===== config.mk =====
export PLATFORM = sky130hd
export DESIGN_NAME = cr_clic_scan_arb
export DESIGN_NICKNAME = d
export VERILOG_FILES = /design/src/rtl/cr_clic_scan_arb.sv
export SDC_FILE = /design/constraint.sdc
export NUM_CORES = 1
export LEC_CHECK = 0
export BUFFER_PORTS_ARGS = -buffer_cell sky130_fd_sc_hd__buf_4
export CAP_MARGIN = 20
export CORE_AREA = 2 2 382 384
export CTS_CLUSTER_DIAMETER = 40
export DETAILED_ROUTE_END_ITERATION = 6
export DIE_AREA = 0 0 384 386
export PLACE_DENSITY = 0.33
export SYNTH_ARGS = -nofsm -noshare
export SYNTH_HDL_FRONTEND = slang
export SYNTH_SLANG_ARGS = --single-unit

===== constraint.sdc =====
create_clock -name clicreg_clk -period 43.4 [get_ports clicreg_clk]
set_clock_uncertainty 0.15 [all_clocks]
set_input_delay 4.34 -clock clicreg_clk [delete_from_list [all_inputs] [get_ports clicreg_clk]]
set_output_delay 4.34 -clock clicreg_clk [all_outputs]
set_load 0.1 [all_outputs]

===== src/rtl/cr_clic_scan_arb.sv =====
`default_nettype none
// ============================================================================
// Module   : cr_clic_scan_arb
// Purpose  : Multi-cycle sequential CLIC arbiter. Each clicreg_clk cycle one
//            group of GRP interrupt sources is compared against a running
//            best candidate. After the last group, the winner's mode, level,
//            id and hv are committed to the arb_ctrl_int_* registers that
//            cr_clic_ctrl consumes. This trades a few cycles of latency for
//            a much smaller comparator than a flat INTNUM-wide tree.
// Ports    :
//   clicreg_clk        clock
//   cpurst_b           asynchronous active-low reset
//   kid_arb_ip/ie      per-source pending / enable
//   kid_arb_ctl        per-source clicintctl, source i at [8i+7:8i]
//   kid_arb_mode       per-source mode (1 = M, 0 = U)
//   kid_arb_hv         per-source selective-hardware-vectoring bit
//   ctrl_lv_or_mask    level OR-mask derived from cliccfg.nlbits
//   arb_restart        abort the running sweep and restart from group 0
//   arb_ctrl_int_*     committed winner (hv, id, il, mode, vld)
//   arb_sweep_done     one-cycle pulse while the FSM is in COMMIT
// Revision : 1.0 - initial release
// ============================================================================
module cr_clic_scan_arb #(
    parameter int INTNUM   = 80,
    parameter int GRP      = 8,
    parameter int ID_WIDTH = 12
) (
    input  logic                  clicreg_clk,
    input  logic                  cpurst_b,
    input  logic [INTNUM-1:0]     kid_arb_ip,
    input  logic [INTNUM-1:0]     kid_arb_ie,
    input  logic [INTNUM*8-1:0]   kid_arb_ctl,
    input  logic [INTNUM-1:0]     kid_arb_mode,
    input  logic [INTNUM-1:0]     kid_arb_hv,
    input  logic [7:0]            ctrl_lv_or_mask,
    input  logic                  arb_restart,
    output logic                  arb_ctrl_int_hv,
    output logic [ID_WIDTH-1:0]   arb_ctrl_int_id,
    output logic [7:0]            arb_ctrl_int_il,
    output logic                  arb_ctrl_int_mode,
    output logic                  arb_ctrl_int_vld,
    output logic                  arb_sweep_done
);

    localparam int NGRP  = (INTNUM + GRP - 1) / GRP;
    localparam int NSLOT = NGRP * GRP;
    localparam int GW    = (NGRP  > 1) ? $clog2(NGRP)  : 1;
    localparam int SW    = (NSLOT > 1) ? $clog2(NSLOT) : 1;
    localparam logic [GW-1:0] LAST_GRP = GW'(NGRP - 1);

    typedef enum logic [1:0] {
        ST_IDLE   = 2'd0,
        ST_SCAN   = 2'd1,
        ST_COMMIT = 2'd2
    } state_e;

    // ------------------------------------------------------------------
    // Source vectors padded to a whole number of groups. Padding slots in
    // the last partial group are tied off so they can never win.
    // ------------------------------------------------------------------
    logic [NSLOT-1:0] cand_pad;
    logic [NSLOT-1:0] mode_pad;
    logic [NSLOT-1:0] hv_pad;
    logic [7:0]       il_pad [NSLOT];

    for (genvar s = 0; s < NSLOT; s++) begin : g_slot
        if (s < INTNUM) begin : g_src
            assign cand_pad[s] = kid_arb_ip[s] & kid_arb_ie[s];
            assign mode_pad[s] = kid_arb_mode[s];
            assign hv_pad[s]   = kid_arb_hv[s];
            assign il_pad[s]   = kid_arb_ctl[s*8 +: 8] | ctrl_lv_or_mask;
        end else begin : g_pad
            assign cand_pad[s] = 1'b0;
            assign mode_pad[s] = 1'b0;
            assign hv_pad[s]   = 1'b0;
            assign il_pad[s]   = 8'h00;
        end
    end

    logic any_cand;
    assign any_cand = |cand_pad;

    // ------------------------------------------------------------------
    // State and registers
    // ------------------------------------------------------------------
    state_e              state_q,     state_d;
    logic [GW-1:0]       grp_idx_q,   grp_idx_d;

    logic                best_vld_q,  best_vld_d;
    logic                best_mode_q, best_mode_d;
    logic [7:0]          best_il_q,   best_il_d;
    logic [ID_WIDTH-1:0] best_id_q,   best_id_d;
    logic                best_hv_q,   best_hv_d;

    logic                out_vld_q,   out_vld_d;
    logic                out_mode_q,  out_mode_d;
    logic [7:0]          out_il_q,    out_il_d;
    logic [ID_WIDTH-1:0] out_id_q,    out_id_d;
    logic                out_hv_q,    out_hv_d;

    // ------------------------------------------------------------------
    // Winner of the group currently addressed by grp_idx_q. Lanes are
    // visited in ascending id order and only a strictly better {mode,il}
    // replaces the holder, so ties resolve to the lowest id.
    // ------------------------------------------------------------------
    logic                grp_vld;
    logic                grp_mode;
    logic [7:0]          grp_il;
    logic [ID_WIDTH-1:0] grp_id;
    logic                grp_hv;
    logic [SW-1:0]       slot;

    always_comb begin
        grp_vld  = 1'b0;
        grp_mode = 1'b0;
        grp_il   = 8'h00;
        grp_id   = '0;
        grp_hv   = 1'b0;
        slot     = '0;
        for (int lane = 0; lane < GRP; lane++) begin
            slot = SW'(int'(grp_idx_q) * GRP + lane);
            if (cand_pad[slot] &&
                (!grp_vld || ({mode_pad[slot], il_pad[slot]} > {grp_mode, grp_il}))) begin
                grp_vld  = 1'b1;
                grp_mode = mode_pad[slot];
                grp_il   = il_pad[slot];
                grp_id   = ID_WIDTH'(slot);
                grp_hv   = hv_pad[slot];
            end
        end
    end

    // Earlier groups hold lower ids, so the running best is kept on a tie.
    logic take_grp;
    assign take_grp = grp_vld &&
                      (!best_vld_q || ({grp_mode, grp_il} > {best_mode_q, best_il_q}));

    // ------------------------------------------------------------------
    // Next-state logic
    // ------------------------------------------------------------------
    always_comb begin
        state_d     = state_q;
        grp_idx_d   = grp_idx_q;
        best_vld_d  = best_vld_q;
        best_mode_d = best_mode_q;
        best_il_d   = best_il_q;
        best_id_d   = best_id_q;
        best_hv_d   = best_hv_q;
        out_vld_d   = out_vld_q;
        out_mode_d  = out_mode_q;
        out_il_d    = out_il_q;
        out_id_d    = out_id_q;
        out_hv_d    = out_hv_q;

        case (state_q)
            ST_IDLE: begin
                if (any_cand || arb_restart) begin
                    state_d     = ST_SCAN;
                    grp_idx_d   = '0;
                    best_vld_d  = 1'b0;
                    best_mode_d = 1'b0;
                    best_il_d   = 8'h00;
                    best_id_d   = '0;
                    best_hv_d   = 1'b0;
                end
            end

            ST_SCAN: begin
                if (arb_restart) begin
                    // Discard partial result; committed outputs are left alone.
                    grp_idx_d   = '0;
                    best_vld_d  = 1'b0;
                    best_mode_d = 1'b0;
                    best_il_d   = 8'h00;
                    best_id_d   = '0;
                    best_hv_d   = 1'b0;
                end else begin
                    if (take_grp) begin
                        best_vld_d  = 1'b1;
                        best_mode_d = grp_mode;
                        best_il_d   = grp_il;
                        best_id_d   = grp_id;
                        best_hv_d   = grp_hv;
                    end
                    if (grp_idx_q == LAST_GRP) begin
                        state_d   = ST_COMMIT;
                        grp_idx_d = '0;
                    end else begin
                        grp_idx_d = grp_idx_q + GW'(1);
                    end
                end
            end

            ST_COMMIT: begin
                // best_* are all-zero when nothing was found, so an empty
                // sweep naturally drives a zero winner with vld low.
                out_vld_d   = best_vld_q;
                out_mode_d  = best_vld_q & best_mode_q;
                out_il_d    = best_vld_q ? best_il_q : 8'h00;
                out_id_d    = best_vld_q ? best_id_q : '0;
                out_hv_d    = best_vld_q & best_hv_q;
                state_d     = (any_cand || arb_restart) ? ST_SCAN : ST_IDLE;
                grp_idx_d   = '0;
                best_vld_d  = 1'b0;
                best_mode_d = 1'b0;
                best_il_d   = 8'h00;
                best_id_d   = '0;
                best_hv_d   = 1'b0;
            end

            default: begin
                state_d   = ST_IDLE;
                grp_idx_d = '0;
            end
        endcase
    end

    // ------------------------------------------------------------------
    // Registers
    // ------------------------------------------------------------------
    always_ff @(posedge clicreg_clk or negedge cpurst_b) begin
        if (!cpurst_b) begin
            state_q     <= ST_IDLE;
            grp_idx_q   <= '0;
            best_vld_q  <= 1'b0;
            best_mode_q <= 1'b0;
            best_il_q   <= 8'h00;
            best_id_q   <= '0;
            best_hv_q   <= 1'b0;
            out_vld_q   <= 1'b0;
            out_mode_q  <= 1'b0;
            out_il_q    <= 8'h00;
            out_id_q    <= '0;
            out_hv_q    <= 1'b0;
        end else begin
            state_q     <= state_d;
            grp_idx_q   <= grp_idx_d;
            best_vld_q  <= best_vld_d;
            best_mode_q <= best_mode_d;
            best_il_q   <= best_il_d;
            best_id_q   <= best_id_d;
            best_hv_q   <= best_hv_d;
            out_vld_q   <= out_vld_d;
            out_mode_q  <= out_mode_d;
            out_il_q    <= out_il_d;
            out_id_q    <= out_id_d;
            out_hv_q    <= out_hv_d;
        end
    end

    assign arb_ctrl_int_vld  = out_vld_q;
    assign arb_ctrl_int_mode = out_mode_q;
    assign arb_ctrl_int_il   = out_il_q;
    assign arb_ctrl_int_id   = out_id_q;
    assign arb_ctrl_int_hv   = out_hv_q;
    // Decoded from the state register, so the pulse is glitch-free.
    assign arb_sweep_done    = (state_q == ST_COMMIT);

endmodule
`default_nettype wire

==> results of run 1 <==
==> flip-flops by register name, summed over array words and instances, names as in the netlist <==
register           flops
arb_ctrl_int_id        7
best_il_q              8
arb_ctrl_int_hv        1
grp_idx_q              4
state_q                2
arb_ctrl_int_mode      1
arb_ctrl_int_il        8
best_hv_q              1
best_id_q              7
arb_ctrl_int_vld       1
best_mode_q            1
best_vld_q             1
==> routing by layer <==
layer / track usage / vias to the layer above
met2: 0.267 / 580
met5: 0 / -
met4: 0.00915 / 8
met1: 0.204 / 8246
met3: 0.0190 / 48
li1: - / 7674
==> worst register-to-register path, delay by kind of cell (launching register included) <==
family	cells	cell delay [ns]
adder cells (fa/ha/maj)	8	2.14
AO/OA/AOI/OAI	38	9.77
multiplexers	2	0.87
buffers and inverters	2	0.89
flip-flops	1	0.89
AND/OR/NAND/NOR	19	5.02
==> final timing paths <==
check,start,end,slack (ns),cells past startpoint
max in group asynchronous,cpurst_b,grp_idx_q[1],38.72,1
worst min-delay path,arb_ctrl_int_il[7],arb_ctrl_int_il[7],0.33,2
worst max register to register,grp_idx_q[0],best_hv_q,23.60,69
worst max-delay path,kid_arb_ip[48],best_hv_q,21.00,69
min in group asynchronous,cpurst_b,arb_ctrl_int_id[5],3.90,1
worst min register to register,arb_ctrl_int_il[7],arb_ctrl_int_il[7],0.33,2
==> cell usage in the layout (no fill, tap or decap), drive strengths merged, types with 42 or more instances in the layout <==
cell       n
buf     1020
nand2    242
mux4     160
ha        74
o21ai     73
a211oi    70
a21oi     57
nand3     54
nor2      54
o22ai     53
nor2b     52
mux2i     52
dfrtp     42
==> logic make-up (layout without fill, tap and decap cells) <==
| kind of cell | count (synthesis) | in the layout | synth area share |
|---|---|---|---|
| AOI/OAI and AO/OA | 413 | 413 | 0.228 |
| adders and majority gates | 74 | 74 | 0.0709 |
| buffers and inverters | 174 | 1069 | 0.0741 |
| DFF | 42 | 42 | 0.0805 |
| muxes | 243 | 243 | 0.343 |
| other | 1 | 13 | 0.000287 |
| and+or+nand+nor | 541 | 541 | 0.203 |
==> power breakdown <==
part           switching, mW  internal [mW]  leakage, nW  total (mW)
sequential            0.0113         0.0455        0.558      0.0568
clock                 0.0170         0.0273       0.0782      0.0443
combinational          0.251          0.206         8.92       0.457
==> final cells by class <==
| class | count | area share |
|---|---|---|
| multi-input combinational | 1276 | 0.491 |
| timing repair buffer | 1020 | 0.340 |
| tap | 1917 | 0.106 |
| sequential | 42 | 0.0473 |
| inverter | 41 | 0.00694 |
| clock buffer | 7 | 0.00588 |
| clock inverter | 1 | 0.00133 |
| antenna | 8 | 0.000888 |
==> per-stage QoR <==
stage,hold WS [ns],worst slack (ns),util,cells,power (mW)
floorplan,0.299,24.19,-,1492,0.327
global placement,0.316,20.74,0.155,4296,0.522
detailed placement,0.324,20.57,0.155,4296,0.521
CTS,0.339,20.81,0.156,4304,0.567
global route,0.365,18.80,0.156,4307,0.611
finish,0.332,21.00,0.156,4312,0.558
==> results.py, run 1 <==
metrics = {
    "hold_path": {
        "worstHoldPathType": "reg2reg",
    },
    "setup_path": {
        "crit_buf_inv": 2,
        "crit_fanout": 20,
        "cp_slowest_cell": "nor2_2",
        "criticalPathCategory": "in2reg",
        "cp.required_ns": 43.45,
        "critPathArrivalTime_ns": 22.45,
        "crit_path_start_kind": "input port",
        "max_stage_delay_ns": 0.74,
        "path_delay_family": "compound AO/OA/AOI/OAI gates",
        "crit_path_end_kind": "flop",
    },
    "final_layout": {
        "seq_area_mm2": 0.00107,
        "drive_above_1_share": 0.529,
        "stdcell_area_mm2": 0.0225,
        "finalNetCount": 3431,
        "fill_cells": 16528,
        "area_growth_syn_to_layout_pct": 72.7,
        "multi_input_area_mm2": 0.0111,
    },
    "sta": {
        "slew_headroom": 0.321,
        "final.setup.tns_ns": 0,
        "worstMarginPinSlew_ns": 1.02,
        "drv_slew": 0,
        "final.min_clock_period_ns": 22.40,
        "period_share": 0.516,
        "timing.final.hold_violations": 0,
        "finalSetupViolations": 0,
        "fmax_mhz": 44.6,
        "rsz0062_at_grt": "no",
    },
    "detailed_routing": {
        "route.detailed.drc": 0,
        "wl_per_cell_um": 27.6,
        "wl_met1_um": 52900,
        "vias": 16556,
        "dr_wl_met2_um": 60500,
        "wl_met3_um": 5250,
        "drtAntennaViolNets": 0,
        "viasPerCell": 3.84,
        "drt_first_pass_iters": 5,
        "routed.top_layer": "met5",
        "routed_wl_um": 119000,
        "initialDrtViolationCount": 899,
    },
    "power": {
        "p_per_area_mw_per_mm2": 24.7,
        "p_leak_nw": 9.56,
        "peakVddDrop_mv": 0.0145,
    },
    "yosys": {
        "yosysTopAreaCell": "mux4_2",
        "ys_seq_area_frac": 0.0805,
        "synthTopCellsByArea": "mux4_2 27%, dfrtp_1 8.0%, ha_1 7.1%",
        "ys_ff_latch": 42,
        "syn_inst": 1488,
        "avgSynthCellArea_um2": 8.78,
        "yosys_warnings": 0,
        "synth_commonest_cells": "241 x nand2_1, 158 x mux4_2, 74 x ha_1",
        "yosysTopAreaCellShare": 0.272,
        "ys.flop_type": "dfrtp_1",
        "synthMostInstantiatedCell": "nand2_1",
        "synth_edf_count": 0,
        "synth-async-reset-ratio": 1.00,
        "netlist_area_mm2": 0.0131,
        "synth_cell_types": 80,
    },
    "floorplan": {
        "rows": 140,
        "initial_utilization": 0.0904,
        "ios": 995,
        "die-area_mm2": 0.148,
        "die_height_um": 386,
        "fp.dieW_um": 384,
        "core_mm2": 0.145,
    },
    "clock_network": {
        "ctsRootBufferMaster": "clkbuf_16",
        "clock-sinks": 42,
        "cts_tree": "yes",
        "cts_max_level": 2,
        "ctsResizeCount": 0,
        "cts_max_path_buffers": 2,
        "clkLatencyLatePin_ns": 0.29,
        "clk_pin_slew_ns": 0.06,
        "postCtsHoldBufs": 0,
        "numCtsBuffers": 5,
        "cts_setup_buffers": 0,
    },
    "placement": {
        "place.gp.congestion": 0.815,
        "port_buffers": 989,
        "dpl_cell_area_mm2": 0.0224,
        "hpwl_um": 106000,
    },
    "global_route": {
        "antenna_found_initial": 30,
        "grt_overflow": 0,
        "grt_pass1_wl_um": 154000,
        "track_usage": 0.152,
        "grt_max_degree": 73,
        "grt_pass1_vias": 17339,
    },
    "job": {
        "maxCapViolations": 0,
    },
    "run_status": {
        "status": "complete, no violations",
    },
}
Note: power is estimated with default switching activity, not from simulation.
==> inputs of run 2 (changes only) <==
--- a/config.mk
+++ b/config.mk
@@ -7,10 +7,10 @@
 export LEC_CHECK = 0
 export BUFFER_PORTS_ARGS = -buffer_cell sky130_fd_sc_hd__buf_4
 export CAP_MARGIN = 20
-export CORE_AREA = 2 2 382 384
+export CORE_AREA = 2 2 384 386
 export CTS_CLUSTER_DIAMETER = 40
 export DETAILED_ROUTE_END_ITERATION = 6
-export DIE_AREA = 0 0 384 386
+export DIE_AREA = 0 0 386 388
 export PLACE_DENSITY = 0.33
 export SYNTH_ARGS = -nofsm -noshare
 export SYNTH_HDL_FRONTEND = slang
==> constraint.sdc (replaced) <==
create_clock -name clicreg_clk -period 21.7 [get_ports clicreg_clk]
set_clock_uncertainty 0.15 [all_clocks]
set_input_delay 2.17 -clock clicreg_clk [delete_from_list [all_inputs] [get_ports clicreg_clk]]
set_output_delay 2.17 -clock clicreg_clk [all_outputs]
set_load 0.1 [all_outputs]
==> run 2 against run 1 <==
Cell area is essentially flat. Core utilization decreased by 0.061 points. Total power grew 99%. Global-route usage grew 0.16 points. Count of clock-buffer cells in the layout decreased by 1. Worst hold slack worse by 0.0032 ns. Worst setup slack got worse by 19 ns. Non-clock buffer count grew 3. Register-to-register slack lost 21 ns. Clock power rose by 72%. Critical path type unchanged. Largest power group unchanged. Highest routed layer unchanged.
==> results.py, run 2 (synthesis results as in run 1) <==
metrics = {
    "run_status": {
        "status": "complete, no violations",
    },
    "clock_network": {
        "cts_max_path_buffers": 2,
        "ctsResizeCount": 0,
        "clk_pin_slew_ns": 0.06,
        "cts_tree": "yes",
        "cts_max_level": 2,
        "clkLatencyLatePin_ns": 0.30,
        "postCtsHoldBufs": 0,
        "numCtsBuffers": 5,
        "clock-sinks": 42,
        "ctsRootBufferMaster": "clkbuf_16",
        "cts_setup_buffers": 0,
    },
    "setup_path": {
        "critPathArrivalTime_ns": 19.90,
        "r2r_slack_ns": 2.75,
        "crit_path_end_kind": "flop",
        "max_stage_delay_ns": 0.67,
        "crit_path_frequent_cell": "ha_1",
        "criticalPathCategory": "in2reg",
        "crit_fanout": 20,
        "cp_slowest_cell": "and2_1",
        "crit_path_start_kind": "input port",
        "cp.required_ns": 21.75,
    },
    "power": {
        "p_per_area_mw_per_mm2": 49.3,
        "peakVddDrop_mv": 0.0338,
        "combinationalPowerShare": 0.826,
        "intPower_uw": 547,
        "p_sw_frac": 0.508,
        "p_clk_frac": 0.069,
        "pwr-share-seq": 0.105,
        "p_leak_nw": 9.57,
        "p_switching_uw": 565,
    },
    "global_route": {
        "grt_pass1_vias": 17868,
        "globalRouteMet3Util": 0.0266,
        "grt_pass1_wl_um": 157000,
        "grt-busiest-layer": "met2",
        "grt_overflow": 0,
        "global_route.usage.met1": 0.196,
        "antenna_found_initial": 43,
        "track_usage": 0.153,
        "grt_max_degree": 101,
        "use_met2": 0.272,
    },
    "floorplan": {
        "fp.dieW_um": 386,
        "core_mm2": 0.145,
        "initial_utilization": 0.0899,
        "die-area_mm2": 0.150,
        "rows": 140,
        "ios": 995,
        "die_height_um": 388,
    },
    "detailed_routing": {
        "initialDrtViolationCount": 1040,
        "vias": 16571,
        "route.detailed.drc": 0,
        "viasPerCell": 3.84,
        "drt_first_pass_iters": 5,
        "wl_per_cell_um": 27.8,
        "routed_wl_um": 120000,
        "drtAntennaViolNets": 0,
    },
    "placement": {
        "hpwl_um": 106000,
        "place.gp.congestion": 0.877,
        "dp_cells": 4296,
        "port_buffers": 989,
    },
    "sta": {
        "final.min_clock_period_ns": 19.85,
        "period_share": 0.915,
        "finalSetupViolations": 0,
        "fmax_mhz": 50.4,
        "timing.final.hold_violations": 0,
        "rsz0062_at_grt": "no",
        "worstMarginPinSlew_ns": 1.17,
        "drv_slew": 0,
        "slew_headroom": 0.216,
        "final.setup.tns_ns": 0,
    },
    "job": {
        "maxCapViolations": 0,
    },
    "final_layout": {
        "area_growth_syn_to_layout_pct": 72.8,
        "drive_above_1_share": 0.530,
        "finalNetCount": 3434,
        "final_cell_mix": "1017 x buf_4, 241 x nand2_1, 158 x mux4_2, 74 x ha_1, 68 x a211oi_1",
        "utilization": 0.155,
        "mostFrequentLayoutCell": "buf_4",
        "layout.cells.non_filler": 4316,
    },
    "hold_path": {
        "worstHoldPathType": "reg2reg",
    },
}
[run 2: changes by cell type in the layout (fill, tap and decap cells not counted), sizes merged]
| cell | change |
|---|---|
| diode | +1 |
| clkbuf | +2 |
| clkinv | +2 |
| bufinv | -1 |
[run 2: area by class of cell]
class | instances | area [um2]
fillers | 16576 | 123000
multi-input cells | 1276 | 11100
repair buffers | 1023 | 7710
well taps | 1917 | 2400
flip-flops and latches | 42 | 1070
inverters | 41 | 156
clock buffers | 6 | 129
diodes | 9 | 22.5
clock inverters | 2 | 10.0
[run 2: per-layer routing]
layer / up-vias / share of wire
met5: - / 0.00052
met4: 10 / 0.012
met3: 60 / 0.054
met2: 645 / 0.51
met1: 8178 / 0.43
li1: 7678 / -
[run 2: worst paths after layout]
| check | from | endpoint | depth (start not counted) |
|---|---|---|---|
| hold reg to reg | arb_ctrl_int_hv | arb_ctrl_int_hv | 2 |
| setup / recovery | kid_arb_ip[32] | best_hv_q | 71 |
| max in group asynchronous | cpurst_b | grp_idx_q[2] | 1 |
| setup reg to reg | grp_idx_q[1] | best_hv_q | 70 |
| min in group asynchronous | cpurst_b | arb_ctrl_int_il[2] | 1 |
| hold / removal | arb_ctrl_int_hv | arb_ctrl_int_hv | 2 |
[run 2: power groups by stage]
| stage | registers [mW] | clock network [mW] | logic (mW) |
|---|---|---|---|
| floorplan | 0.0981 | 0 | 0.555 |
| global placement | 0.120 | 0 | 0.931 |
| detailed placement | 0.119 | 0 | 0.927 |
| CTS | 0.118 | 0.0781 | 0.931 |
| global route | 0.119 | 0.0819 | 1.02 |
| finish | 0.117 | 0.0764 | 0.919 |
[run 2: per-stage QoR]
stage / hold WS (ns) / area [um2] / total power, mW / worst slack [ns]
2_1_floorplan: 0.299 / 13100 / 0.653 / 4.66
3_5_place_dp: 0.322 / 22400 / 1.05 / 1.59
5_1_grt: 0.361 / 22600 / 1.22 / 0.178
3_3_place_gp: 0.317 / 22400 / 1.05 / 1.79
6_report: 0.328 / 22600 / 1.11 / 1.85
4_1_cts: 0.338 / 22500 / 1.13 / 1.83
[run 2: critical path: cells and delay by family]
family,cells,cell delay [ns]
AOI/OAI and AO/OA,34,9.29
and+or+nand+nor,26,4.99
adders and majority gates,8,2.47
muxes,1,0.58
buffers and inverters,2,0.35
==> inputs of run 3 (changes only) <==
--- a/config.mk
+++ b/config.mk
@@ -11,7 +11,6 @@
 export CTS_CLUSTER_DIAMETER = 40
 export DETAILED_ROUTE_END_ITERATION = 6
 export DIE_AREA = 0 0 386 388
-export PLACE_DENSITY = 0.33
 export SYNTH_ARGS = -nofsm -noshare
 export SYNTH_HDL_FRONTEND = slang
 export SYNTH_SLANG_ARGS = --single-unit
==> run 3 against run 2 <==
Combinational power hardly changed. Sequential power is 3% lower. Die area stayed put. Routed wire length rose by 11%. Flip-flop and latch count unchanged. Worst hold slack barely moved. Critical path depth unchanged. Core utilization about the same. Highest routed layer unchanged.
==> results.py, run 3 (synthesis results as in run 1) <==
metrics = {
    "detailed_routing": {
        "initialDrtViolationCount": 1326,
        "viasPerCell": 4.02,
        "route.detailed.drc": 0,
        "wl_per_cell_um": 30.8,
        "vias": 17459,
        "routed_wl_um": 134000,
        "drtAntennaViolNets": 0,
        "drt_first_pass_iters": 5,
    },
    "placement": {
        "place.gp.congestion": 0.974,
        "port_buffers": 989,
        "dp_cells": 4304,
        "hpwl_um": 119000,
        "dp_slack_ns": 1.66,
    },
    "clock_network": {
        "ctsRootBufferMaster": "clkbuf_16",
        "cts_setup_buffers": 0,
        "postCtsHoldBufs": 0,
        "numCtsBuffers": 5,
        "clkLatencyLatePin_ns": 0.28,
        "clock-sinks": 42,
        "cts_max_path_buffers": 2,
        "cts_max_level": 2,
        "clk_pin_slew_ns": 0.06,
        "ctsResizeCount": 0,
        "cts_tree": "yes",
    },
    "sta": {
        "fmax_mhz": 50.9,
        "setup_ws_ns": 2.07,
        "final.setup.tns_ns": 0,
        "period_share": 0.905,
        "drv_slew": 0,
        "finalSetupViolations": 0,
        "slew_headroom": 0.306,
        "final.min_clock_period_ns": 19.63,
        "timing.final.hold_violations": 0,
        "worstMarginPinSlew_ns": 1.03,
        "rsz0062_at_grt": "no",
    },
    "power": {
        "p_leak_nw": 9.58,
        "power_mw": 1.11,
        "peakVddDrop_mv": 0.0330,
        "p_per_area_mw_per_mm2": 48.9,
    },
    "run_status": {
        "status": "complete, no violations",
    },
    "floorplan": {
        "die-area_mm2": 0.150,
        "initial_utilization": 0.0899,
        "rows": 140,
        "fp.dieW_um": 386,
        "die_height_um": 388,
        "ios": 995,
        "core_mm2": 0.145,
    },
    "global_route": {
        "grt_overflow": 0,
        "grt_pass1_vias": 17702,
        "grt_pass1_wl_um": 169000,
        "antenna_found_initial": 65,
        "track_usage": 0.170,
        "grt_max_degree": 48,
    },
    "setup_path": {
        "crit_path_start_kind": "input port",
        "crit_path_end_kind": "flop",
        "crit_path_frequent_cell": "ha_1",
        "cp.required_ns": 21.74,
        "max_stage_delay_ns": 0.64,
        "cp_slowest_cell": "and2_1",
        "path_delay_family": "compound AO/OA/AOI/OAI gates",
        "crit_fanout": 20,
        "crit_buf_inv": 2,
        "criticalPathCategory": "in2reg",
        "critPathArrivalTime_ns": 19.68,
    },
    "final_layout": {
        "mostFrequentLayoutCell": "buf_4",
        "drive_above_1_share": 0.532,
        "area_growth_syn_to_layout_pct": 73.3,
        "finalNetCount": 3439,
        "layout.cells.non_filler": 4339,
        "final_cell_mix": "1028 x buf_4, 241 x nand2_1, 158 x mux4_2, 74 x ha_1, 67 x a211oi_1",
    },
    "hold_path": {
        "worstHoldPathType": "reg2reg",
    },
    "job": {
        "maxCapViolations": 0,
    },
}
run 3: area by class of cell:
cell class                      instances  area [um2]
Antenna cell                           27        67.6
Clock buffer                            5         125
Clock inverter                          3        21.3
Fill cell                           16492      123000
Inverter                               41         156
Multi-Input combinational cell       1276       11100
Sequential cell                        42        1070
Tap cell                             1917        2400
Timing Repair Buffer                 1028        7720
run 3: per-stage QoR:
step / util / hold WS, ns / area (um2)
after floorplan: - / 0.299 / 13100
after global placement: 0.154 / 0.315 / 22400
after detailed placement: 0.154 / 0.324 / 22400
after CTS: 0.155 / 0.336 / 22600
after global routing: 0.156 / 0.358 / 22600
final: 0.156 / 0.328 / 22600
run 3: final timing paths:
check / start / to / slack [ns] / cells after the start
worst max-delay path: kid_arb_ip[24] / best_il_q[5] / 2.07 / 71
worst min-delay path: arb_ctrl_int_il[6] / arb_ctrl_int_il[6] / 0.33 / 2
worst max register to register: grp_idx_q[0] / best_il_q[5] / 2.63 / 71
worst min register to register: arb_ctrl_int_il[6] / arb_ctrl_int_il[6] / 0.33 / 2
max in group asynchronous: cpurst_b / grp_idx_q[3] / 19.27 / 1
min in group asynchronous: cpurst_b / arb_ctrl_int_id[3] / 1.72 / 1
run 3: power breakdown:
| part | internal [mW] | total [mW] | switching [mW] | leakage, nW |
|---|---|---|---|---|
| clock | 0.0426 | 0.0732 | 0.0306 | 0.0700 |
| combinational | 0.414 | 0.920 | 0.507 | 8.96 |
| sequential | 0.0910 | 0.113 | 0.0222 | 0.558 |
run 3: per-layer routing:
| layer | GRT usage | share of wire | up-vias |
|---|---|---|---|
| met5 | 0 | 0.0010 | - |
| met4 | 0.0271 | 0.016 | 22 |
| met3 | 0.0376 | 0.068 | 125 |
| met2 | 0.287 | 0.48 | 867 |
| met1 | 0.223 | 0.43 | 8741 |
| li1 | - | - | 7704 |
run 3: worst reg2reg max path, delay by kind of cell, from the launching register on:
family / cells / cell delay, ns
fa+ha+maj: 8 / 2.37
compound gates: 36 / 9.09
buf+inv: 3 / 1.37
mux: 1 / 0.58
simple gates: 23 / 4.65
flops: 1 / 0.78
